[src/rtl/apb_master_bridge_if.sv]
// apb_master_bridge_if: command/response stream plus the APB segment driven by the bridge.
// master modport is the bridge's view; slave modport is the view of whatever sits around it.
interface apb_master_bridge_if #(
  parameter int ADDR_WIDTH = 16,
  parameter int SEL_BITS   = 3,
  parameter int NUM_SLAVES = 5
);
  logic                             cmd_valid;
  logic                             cmd_ready;
  logic                             cmd_write;
  logic [ADDR_WIDTH-1:0]            cmd_addr;
  logic [31:0]                      cmd_wdata;
  logic                             rsp_valid;
  logic                             rsp_ready;
  logic [31:0]                      rsp_rdata;
  logic                             rsp_err;
  logic [ADDR_WIDTH-SEL_BITS-1:0]   apb_PADDR;
  logic [NUM_SLAVES-1:0]            apb_PSEL;
  logic                             apb_PENABLE;
  logic                             apb_PWRITE;
  logic [31:0]                      apb_PWDATA;
  logic [NUM_SLAVES-1:0]            apb_PREADY;
  logic [32*NUM_SLAVES-1:0]         apb_PRDATA;

  modport master (
    input  cmd_valid, cmd_write, cmd_addr, cmd_wdata, rsp_ready, apb_PREADY, apb_PRDATA,
    output cmd_ready, rsp_valid, rsp_rdata, rsp_err,
           apb_PADDR, apb_PSEL, apb_PENABLE, apb_PWRITE, apb_PWDATA
  );

  modport slave (
    output cmd_valid, cmd_write, cmd_addr, cmd_wdata, rsp_ready, apb_PREADY, apb_PRDATA,
    input  cmd_ready, rsp_valid, rsp_rdata, rsp_err,
           apb_PADDR, apb_PSEL, apb_PENABLE, apb_PWRITE, apb_PWDATA
  );
endinterface

[src/rtl/apb_master_bridge.sv]
// apb_master_bridge: valid/ready command stream to APB initiator with one-hot slave decode.
// Optional ACCESS timeout is enabled by defining APB_TIMEOUT_EN.
//
// state  | meaning
// IDLE   | ready for a command (cmd_ready high)
// SETUP  | APB setup phase, PSEL high, PENABLE low
// ACCESS | APB access phase, waiting for the selected PREADY
// RESP   | response held on rsp_* until rsp_ready
module apb_master_bridge #(
  parameter int ADDR_WIDTH = 16,
  parameter int SEL_BITS   = 3,
  parameter int NUM_SLAVES = 5,
  parameter int TIMEOUT    = 4096
) (
  input logic                  clk,
  input logic                  reset,
  apb_master_bridge_if.master  bus
);
  localparam int OW = ADDR_WIDTH - SEL_BITS;
  localparam int IW = SEL_BITS + 1;

  typedef enum logic [1:0] {IDLE, SETUP, ACCESS, RESP} state_t;

  state_t                r_state;
  state_t                w_next;
  logic                  r_write;
  logic [OW-1:0]         r_addr;
  logic [31:0]           r_wdata;
  logic [SEL_BITS-1:0]   r_idx;
  logic [31:0]           r_rdata;
  logic                  r_err;

  logic [SEL_BITS-1:0]   w_cmd_idx;
  logic                  w_idx_ok;
  logic [NUM_SLAVES-1:0] w_sel;
  logic                  w_pready;
  logic [31:0]           w_prdata;
  logic                  w_done;
  logic                  w_abort;

  if (NUM_SLAVES > (1 << SEL_BITS) || TIMEOUT < 2) begin : g_bad_cfg
    $error("apb_master_bridge: NUM_SLAVES exceeds 2**SEL_BITS or TIMEOUT below 2");
  end

  assign w_cmd_idx = bus.cmd_addr[ADDR_WIDTH-1 -: SEL_BITS];
  assign w_idx_ok  = {1'b0, w_cmd_idx} < IW'(NUM_SLAVES);

  // Select the latched slave: one-hot PSEL pattern plus its PREADY/PRDATA; others are ignored.
  always_comb begin
    w_sel    = '0;
    w_pready = 1'b0;
    w_prdata = '0;
    for (int i = 0; i < NUM_SLAVES; i++) begin
      if (r_idx == SEL_BITS'(i)) begin
        w_sel[i] = 1'b1;
        w_pready = bus.apb_PREADY[i];
        w_prdata = bus.apb_PRDATA[32*i +: 32];
      end
    end
  end

  assign w_done = (r_state == ACCESS) && w_pready;

`ifdef APB_TIMEOUT_EN
  localparam int TW = $clog2(TIMEOUT);
  logic [TW-1:0] r_tmo;

  // Count ACCESS cycles; held at zero outside ACCESS so each transfer starts fresh.
  always_ff @(posedge clk or posedge reset) begin
    if (reset)                  r_tmo <= '0;
    else if (r_state != ACCESS) r_tmo <= '0;
    else                        r_tmo <= r_tmo + 1'b1;
  end

  // A PREADY in the expiry cycle takes priority over the abort.
  assign w_abort = (r_state == ACCESS) && !w_pready && (r_tmo == TW'(TIMEOUT - 1));
`else
  assign w_abort = 1'b0;
`endif

  // State register; reset returns to IDLE immediately so PSEL/PENABLE drop asynchronously.
  always_ff @(posedge clk or posedge reset) begin
    if (reset) r_state <= IDLE;
    else       r_state <= w_next;
  end

  // Next-state decode.
  always_comb begin
    w_next = r_state;
    case (r_state)
      IDLE:    if (bus.cmd_valid) w_next = w_idx_ok ? SETUP : RESP;
      SETUP:   w_next = ACCESS;
      ACCESS:  if (w_done || w_abort) w_next = RESP;
      RESP:    if (bus.rsp_ready) w_next = IDLE;
      default: w_next = IDLE;
    endcase
  end

  // Command latch and response capture.
  always_ff @(posedge clk or posedge reset) begin
    if (reset) begin
      r_write <= 1'b0;
      r_addr  <= '0;
      r_wdata <= '0;
      r_idx   <= '0;
      r_rdata <= '0;
      r_err   <= 1'b0;
    end else begin
      if (r_state == IDLE && bus.cmd_valid) begin
        r_write <= bus.cmd_write;
        r_addr  <= bus.cmd_addr[OW-1:0];
        r_wdata <= bus.cmd_wdata;
        r_idx   <= w_cmd_idx;
        if (!w_idx_ok) begin
          r_rdata <= '0;
          r_err   <= 1'b1;
        end
      end
      if (w_done) begin
        r_rdata <= r_write ? 32'h0 : w_prdata;
        r_err   <= 1'b0;
      end else if (w_abort) begin
        r_rdata <= '0;
        r_err   <= 1'b1;
      end
    end
  end

  assign bus.cmd_ready   = (r_state == IDLE);
  assign bus.rsp_valid   = (r_state == RESP);
  assign bus.rsp_rdata   = r_rdata;
  assign bus.rsp_err     = r_err;
  assign bus.apb_PSEL    = (r_state == SETUP || r_state == ACCESS) ? w_sel : '0;
  assign bus.apb_PENABLE = (r_state == ACCESS);
  assign bus.apb_PADDR   = r_addr;
  assign bus.apb_PWRITE  = r_write;
  assign bus.apb_PWDATA  = r_wdata;
endmodule

[src/flat_wrapper.sv]
// flat-port wrapper written by rule: the top's interface ports become plain ports
module apb_master_bridge_flat 
#(
  parameter int ADDR_WIDTH = 16,
  parameter int SEL_BITS   = 3,
  parameter int NUM_SLAVES = 5,
  parameter int TIMEOUT    = 4096
)
  (clk, reset, bus_cmd_valid, bus_cmd_write, bus_cmd_addr, bus_cmd_wdata, bus_rsp_ready, bus_apb_PREADY, bus_apb_PRDATA, bus_cmd_ready, bus_rsp_valid, bus_rsp_rdata, bus_rsp_err, bus_apb_PADDR, bus_apb_PSEL, bus_apb_PENABLE, bus_apb_PWRITE, bus_apb_PWDATA);
  apb_master_bridge_if #(.ADDR_WIDTH(ADDR_WIDTH), .SEL_BITS(SEL_BITS), .NUM_SLAVES(NUM_SLAVES)) bus_i ();
  input logic clk;
  input logic reset;
  input wire logic [$bits(bus_i.cmd_valid)-1:0] bus_cmd_valid;
  input wire logic [$bits(bus_i.cmd_write)-1:0] bus_cmd_write;
  input wire logic [$bits(bus_i.cmd_addr)-1:0] bus_cmd_addr;
  input wire logic [$bits(bus_i.cmd_wdata)-1:0] bus_cmd_wdata;
  input wire logic [$bits(bus_i.rsp_ready)-1:0] bus_rsp_ready;
  input wire logic [$bits(bus_i.apb_PREADY)-1:0] bus_apb_PREADY;
  input wire logic [$bits(bus_i.apb_PRDATA)-1:0] bus_apb_PRDATA;
  output wire logic [$bits(bus_i.cmd_ready)-1:0] bus_cmd_ready;
  output wire logic [$bits(bus_i.rsp_valid)-1:0] bus_rsp_valid;
  output wire logic [$bits(bus_i.rsp_rdata)-1:0] bus_rsp_rdata;
  output wire logic [$bits(bus_i.rsp_err)-1:0] bus_rsp_err;
  output wire logic [$bits(bus_i.apb_PADDR)-1:0] bus_apb_PADDR;
  output wire logic [$bits(bus_i.apb_PSEL)-1:0] bus_apb_PSEL;
  output wire logic [$bits(bus_i.apb_PENABLE)-1:0] bus_apb_PENABLE;
  output wire logic [$bits(bus_i.apb_PWRITE)-1:0] bus_apb_PWRITE;
  output wire logic [$bits(bus_i.apb_PWDATA)-1:0] bus_apb_PWDATA;
  assign bus_i.cmd_valid = bus_cmd_valid;
  assign bus_i.cmd_write = bus_cmd_write;
  assign bus_i.cmd_addr = bus_cmd_addr;
  assign bus_i.cmd_wdata = bus_cmd_wdata;
  assign bus_i.rsp_ready = bus_rsp_ready;
  assign bus_i.apb_PREADY = bus_apb_PREADY;
  assign bus_i.apb_PRDATA = bus_apb_PRDATA;
  assign bus_cmd_ready = bus_i.cmd_ready;
  assign bus_rsp_valid = bus_i.rsp_valid;
  assign bus_rsp_rdata = bus_i.rsp_rdata;
  assign bus_rsp_err = bus_i.rsp_err;
  assign bus_apb_PADDR = bus_i.apb_PADDR;
  assign bus_apb_PSEL = bus_i.apb_PSEL;
  assign bus_apb_PENABLE = bus_i.apb_PENABLE;
  assign bus_apb_PWRITE = bus_i.apb_PWRITE;
  assign bus_apb_PWDATA = bus_i.apb_PWDATA;
  apb_master_bridge #(.ADDR_WIDTH(ADDR_WIDTH), .SEL_BITS(SEL_BITS), .NUM_SLAVES(NUM_SLAVES), .TIMEOUT(TIMEOUT)) u_core (.clk(clk), .reset(reset), .bus(bus_i));
endmodule
[config.mk]
export PLATFORM = sky130hd
export DESIGN_NAME = apb_master_bridge_flat
export DESIGN_NICKNAME = d
export VERILOG_FILES = /design/src/rtl/apb_master_bridge_if.sv /design/src/rtl/apb_master_bridge.sv /design/src/flat_wrapper.sv
export SDC_FILE = /design/constraint.sdc
export NUM_CORES = 1
export LEC_CHECK = 0
export ABC_AREA = 1
export BUFFER_PORTS_ARGS = -buffer_cell sky130_fd_sc_hd__buf_4
export CORE_AREA = 5 5 115 117
export CTS_BUF_LIST = sky130_fd_sc_hd__clkbuf_4
export DETAILED_ROUTE_END_ITERATION = 6
export DIE_AREA = 0 0 120 122
export PLACE_DENSITY = 0.89
export SYNTH_ARGS = -nofsm -noshare
export SYNTH_HDL_FRONTEND = slang
export SYNTH_SLANG_ARGS = --single-unit
[constraint.sdc]
create_clock -name clk -period 8.45 [get_ports clk]
set_input_delay 1.69 -clock clk [delete_from_list [all_inputs] [get_ports clk]]
set_output_delay 1.69 -clock clk [all_outputs]
set_load 0.01 [all_outputs]
; ---- Yosys cells after proc, flatten, opt, wreduce, memory -nomap -nowiden
; Index checks and enable logic that the tools add are counted.
; W data, S select, Z words.
[classes]
n_addsub = 0
n_mul = 0
n_div = 0
magnitude_cmp = 1
eq_ne = 11
shift = 0
n_mux = 28
bitwise_logic = 0
n_reduce_logical = 8
[ops]
columns = cell, count
row1 = $mux W32, 9
row2 = $mux W1, 13
row3 = $mux W2, 4
row4 = $pmux W2 S4, 1
row5 = $eq A3 B2 Y1 const B, 2
row6 = $ne A2 B2 Y1 const B, 3
row7 = $mux W5, 1
row8 = $eq A2 B2 Y1 const B, 2
row9 = $eq A3 B1 Y1 const B, 1
row10 = $eq A3 B3 Y1 const B, 1
row11 = $logic_not A3 Y1, 1
row12 = $lt A3 B3 Y1 const B, 1
row13 = $reduce_and A3 Y1, 1
row14 = $eq A2 B1 Y1 const B, 1
row15 = $logic_and A1 B1 Y1, 2
row16 = $logic_not A2 Y1, 1
row17 = $ne A2 B1 Y1 const B, 1
row18 = $reduce_and A2 Y1, 1
row19 = $reduce_bool A2 Y1, 1
row20 = $logic_or A1 B1 Y1, 1
[word_totals]
regBits = 84
latchBits = 0
mem_bits_rw = 0
mem_bits_ro = 0
inputBits = 218
output_inout_bits = 87
memories = 0

; ---- Longest topological paths before layout
[logic_depth]
depth_word = 9
ltp_mapped = 11
ltp_nobuf = 11

; ---- Worst setup path after synthesis
; Ideal clock, no wire load.
[synth_path]
kind = reg2out
startpoint = register u_core.r_idx[0]
endpoint = output bus_apb_PSEL[0]
arrival_ns = 1.205
required_ns = 6.760
setup_slack_ns = 5.555
path_stages_with_launch = 4
cell_sequence = dfrtp_1 > buf_6 > buf_2 > nor4_1
[synth_via]
elab_chain_cells = 3
[synth_lines]
columns = item, line_no
row1 = "start, declared", apb_master_bridge.sv:29  ; logic [SEL_BITS-1:0] r_idx;
row2 = "start signal, assigned", apb_master_bridge.sv:113  ; r_idx <= w_cmd_idx;
row3 = $logic_not A3 Y1, apb_master_bridge.sv:54  ; if (r_idx == SEL_BITS'(i)) begin
row4 = $mux W1, apb_master_bridge.sv:54
row5 = $mux W5, apb_master_bridge.sv:133  ; assign bus.apb_PSEL = (r_state == SETUP || r_state == ACCESS) ? w_sel : '0;
row6 = "end, declared", flat_wrapper.sv:25  ; output wire logic [$bits(bus_i.apb_PSEL)-1:0] bus_apb_PSEL;
; No other way between the ends.

; ---- Worst setup path in the final report
[layout_path]
startpoint = register u_core.r_idx[2]
endpoint = output bus_apb_PSEL[1]
[layout_via]
elab_chain_cells = 3
[layout_lines]
columns = item, line_no
row1 = $eq A3 B1 Y1, apb_master_bridge.sv:54
row2 = $mux W1, apb_master_bridge.sv:54
row3 = $mux W5, apb_master_bridge.sv:133
; No other way between the ends.

==> qor.txt <==
Cell Pwr Density - 308.9 mW/mm^2
first-pass GRT wire length - 28.92 mm
initial core utilization - 0.4145
Post-CTS Setup Inserts - 0
DR WL/cell - 16.35 um
# rows - 41
critical path class - register to output port
setup_tns - 0 ns
cts hold-fix bufs - 0
Hold Slack - 0.4995 ns
Top FF cell, synth - dfrtp_1
CTS tree - built
register bit count reported by yosys - 84
Startpoint Class - register
CP required - 6.76 ns
RSZ-0062 raised after global routing - no
Post-synth top cells - 245 x nand2_1, 91 x nand3_1, 84 x dfrtp_1
Seq/Total Area, Yosys - 0.4136
Worst Hold Class - register to register
CP arrival - 3.02 ns
Resized Gates After CTS - 0
num ports - 305
Multi-input gate area - 0.002491 mm^2
post-DP HPWL - 13.78 mm
largest area contributor in the netlist - dfrtp_1
asr flop ratio synth - 1.000
largest net degree at the start of global routing - 85
Fin. Hold Viols - 0
Vias - 5,911
fillcell total - 1,120
CTS Buf Count - 9
post-synth cell types - 29
Synth Instances - 726
clk root buf - clkbuf_4
worst skew pair latency - 0.46 ns
Post-route DRC - 0
Leakage - 4.183 nW
count of yosys warnings during synthesis - 0
Total Routed Length - 18.79 mm
Die Ht - 122 um
Max IR drop VDD - 0.0002010 V
clock skew - 0.02221 ns
grt ovf - 0
actual slew at the worst max-slew pin - 1.122 ns
critical path peak fanout - 38
share of cells above drive strength 1 - 0.3577
P&R area growth vs syn - 46.77%
Post-Syn Area - 0.005082 mm^2
Peak Freq - 212.3 MHz
number of synthesized flops with an enable pin - 0
1st-iter DRT viols - 406
max_cap viols - 0
Final Wtd Congestion - 0.8302
CP Capture Type - output port
H-tree depth - 3
total clock sinks - 84
Routed Antenna Nets - 0
# port buffers - 304
Tcrit/Tclk final - 0.5575
Slew Viols, Final - 0
Final Net Count - 1,214
GRT Overall Usage - 0.2482
number of global-route vias before repair - 5,796
Clock Pin Slew Worst Setup and Hold Paths - 0.16 ns
Syn Nets - 947
status - finished clean
worst-case clock buffer depth - 2
routed vias/inst - 5.144
Synth top area share - 0.4136
Final setup viols - 0
slew margin rel. - 0.2497
DR pass1 iterations - 5
syn avg cell area - 7.001 um^2
count leader, synth - nand2_1
initial antenna violation count - 1
Core Region - 0.01226 mm^2
minimum clock period - 4.711 ns
register area - 0.002103 mm^2
die area - 0.01464 mm^2
Die X - 120 um
Area contributors post-synth - dfrtp_1 41%, nand2_1 18%, nand3_1 9.0%
-- where the power goes --
group | total (mW) | internal [mW] | leakage, nW | switching, mW
clock | 0.251 | 0.0943 | 0.0775 | 0.157
combinational | 1.38 | 0.526 | 3.03 | 0.849
sequential | 0.678 | 0.552 | 1.08 | 0.126
-- metrics by stage --
stage	instances	power (mW)	util	setup slack [ns]	area (um^2)
after global routing	1149	2.508	0.6084	3.316	7460
after CTS	1148	2.318	0.6082	3.669	7457
after floorplan	726	1.564	-	4.595	5082
after global placement	1132	2.025	0.5961	4.303	7308
final	1149	2.304	0.6084	3.739	7460
after detailed placement	1132	2.066	0.5961	4.202	7308
-- cell type report --
| cell class | count | share of cell area |
|---|---|---|
| inverter | 52 | 0.02667 |
| sequential | 84 | 0.2820 |
| clock inverter | 7 | 0.01090 |
| antenna | 1 | 0.0003355 |
| tap | 150 | 0.02516 |
| multi-input combinational | 536 | 0.3339 |
| clock buffer | 9 | 0.009057 |
| timing repair buffer | 310 | 0.3120 |
-- layout by cell type, fill, tap and decap left out, drive strengths merged --
cell / synthesis / routed
dfrtp: 84 / 84
nand4: 33 / 33
clkinvlp: 0 / 1
bufinv: 0 / 1
or2: 2 / 2
clkbuf: 25 / 9
a21oi: 1 / 1
nand3: 103 / 103
nor3: 1 / 1
o22ai: 1 / 1
o21ai: 71 / 71
inv: 52 / 54
ha: 3 / 3
buf: 29 / 310
diode: 0 / 1
nand2: 248 / 248
clkinv: 0 / 3
nor2: 72 / 72
nor4: 1 / 1
-- kinds of logic after synthesis --
group | synth area share
AO/OA/AOI/OAI | 0.07287
adder cells (fa/ha/maj) | 0.007386
buffers and inverters | 0.09724
flip-flops | 0.4136
AND/OR/NAND/NOR | 0.4089
-- registers in the layout (all words and copies together), names as in the netlist --
| register | flops |
|---|---|
| u_core.r_idx | 3 |
| u_core.bus.apb_PWRITE | 1 |
| u_core.r_state | 2 |
| u_core.bus.rsp_rdata | 32 |
| u_core.bus.rsp_err | 1 |
| u_core.bus.apb_PWDATA | 32 |
| u_core.bus.apb_PADDR | 13 |
-- critical path: stages (launching register included) --
cell	delay, ns
dfrtp_1	0.47
inv_2	0.55
nand3_1	0.96
nor2_1	0.38
buf_4	0.18
-- path summary, 6_finish.rpt --
check	startpoint	end	slack (ns)	cells past startpoint
min in group asynchronous	reset	u_core.bus.apb_PADDR[11]$_DFFE_PP0P_	1.52	3
hold / removal	u_core.bus.apb_PADDR[7]$_DFFE_PP0P_	u_core.bus.apb_PADDR[7]$_DFFE_PP0P_	0.50	2
hold reg to reg	u_core.bus.apb_PADDR[7]$_DFFE_PP0P_	u_core.bus.apb_PADDR[7]$_DFFE_PP0P_	0.50	2
setup reg to reg	u_core.r_idx[2]$_DFFE_PP0P_	u_core.bus.rsp_rdata[23]$_DFFE_PP0P_	5.38	7
setup / recovery	u_core.r_idx[2]$_DFFE_PP0P_	bus_apb_PSEL[1]	3.74	4
max in group asynchronous	reset	u_core.bus.rsp_rdata[10]$_DFFE_PP0P_	6.18	3
-- metal layers --
| metal | routed length, um | track usage | up-vias |
|---|---|---|---|
| met5 | 0 | 0 | - |
| met2 | 8903 | 0.4096 | 325 |
| met4 | 518 | 0.09664 | 0 |
| met1 | 7190 | 0.2964 | 2677 |
| li1 | - | - | 2869 |
| met3 | 2179 | 0.09053 | 40 |
No activity file was read; power rests on OpenSTA's default activity.
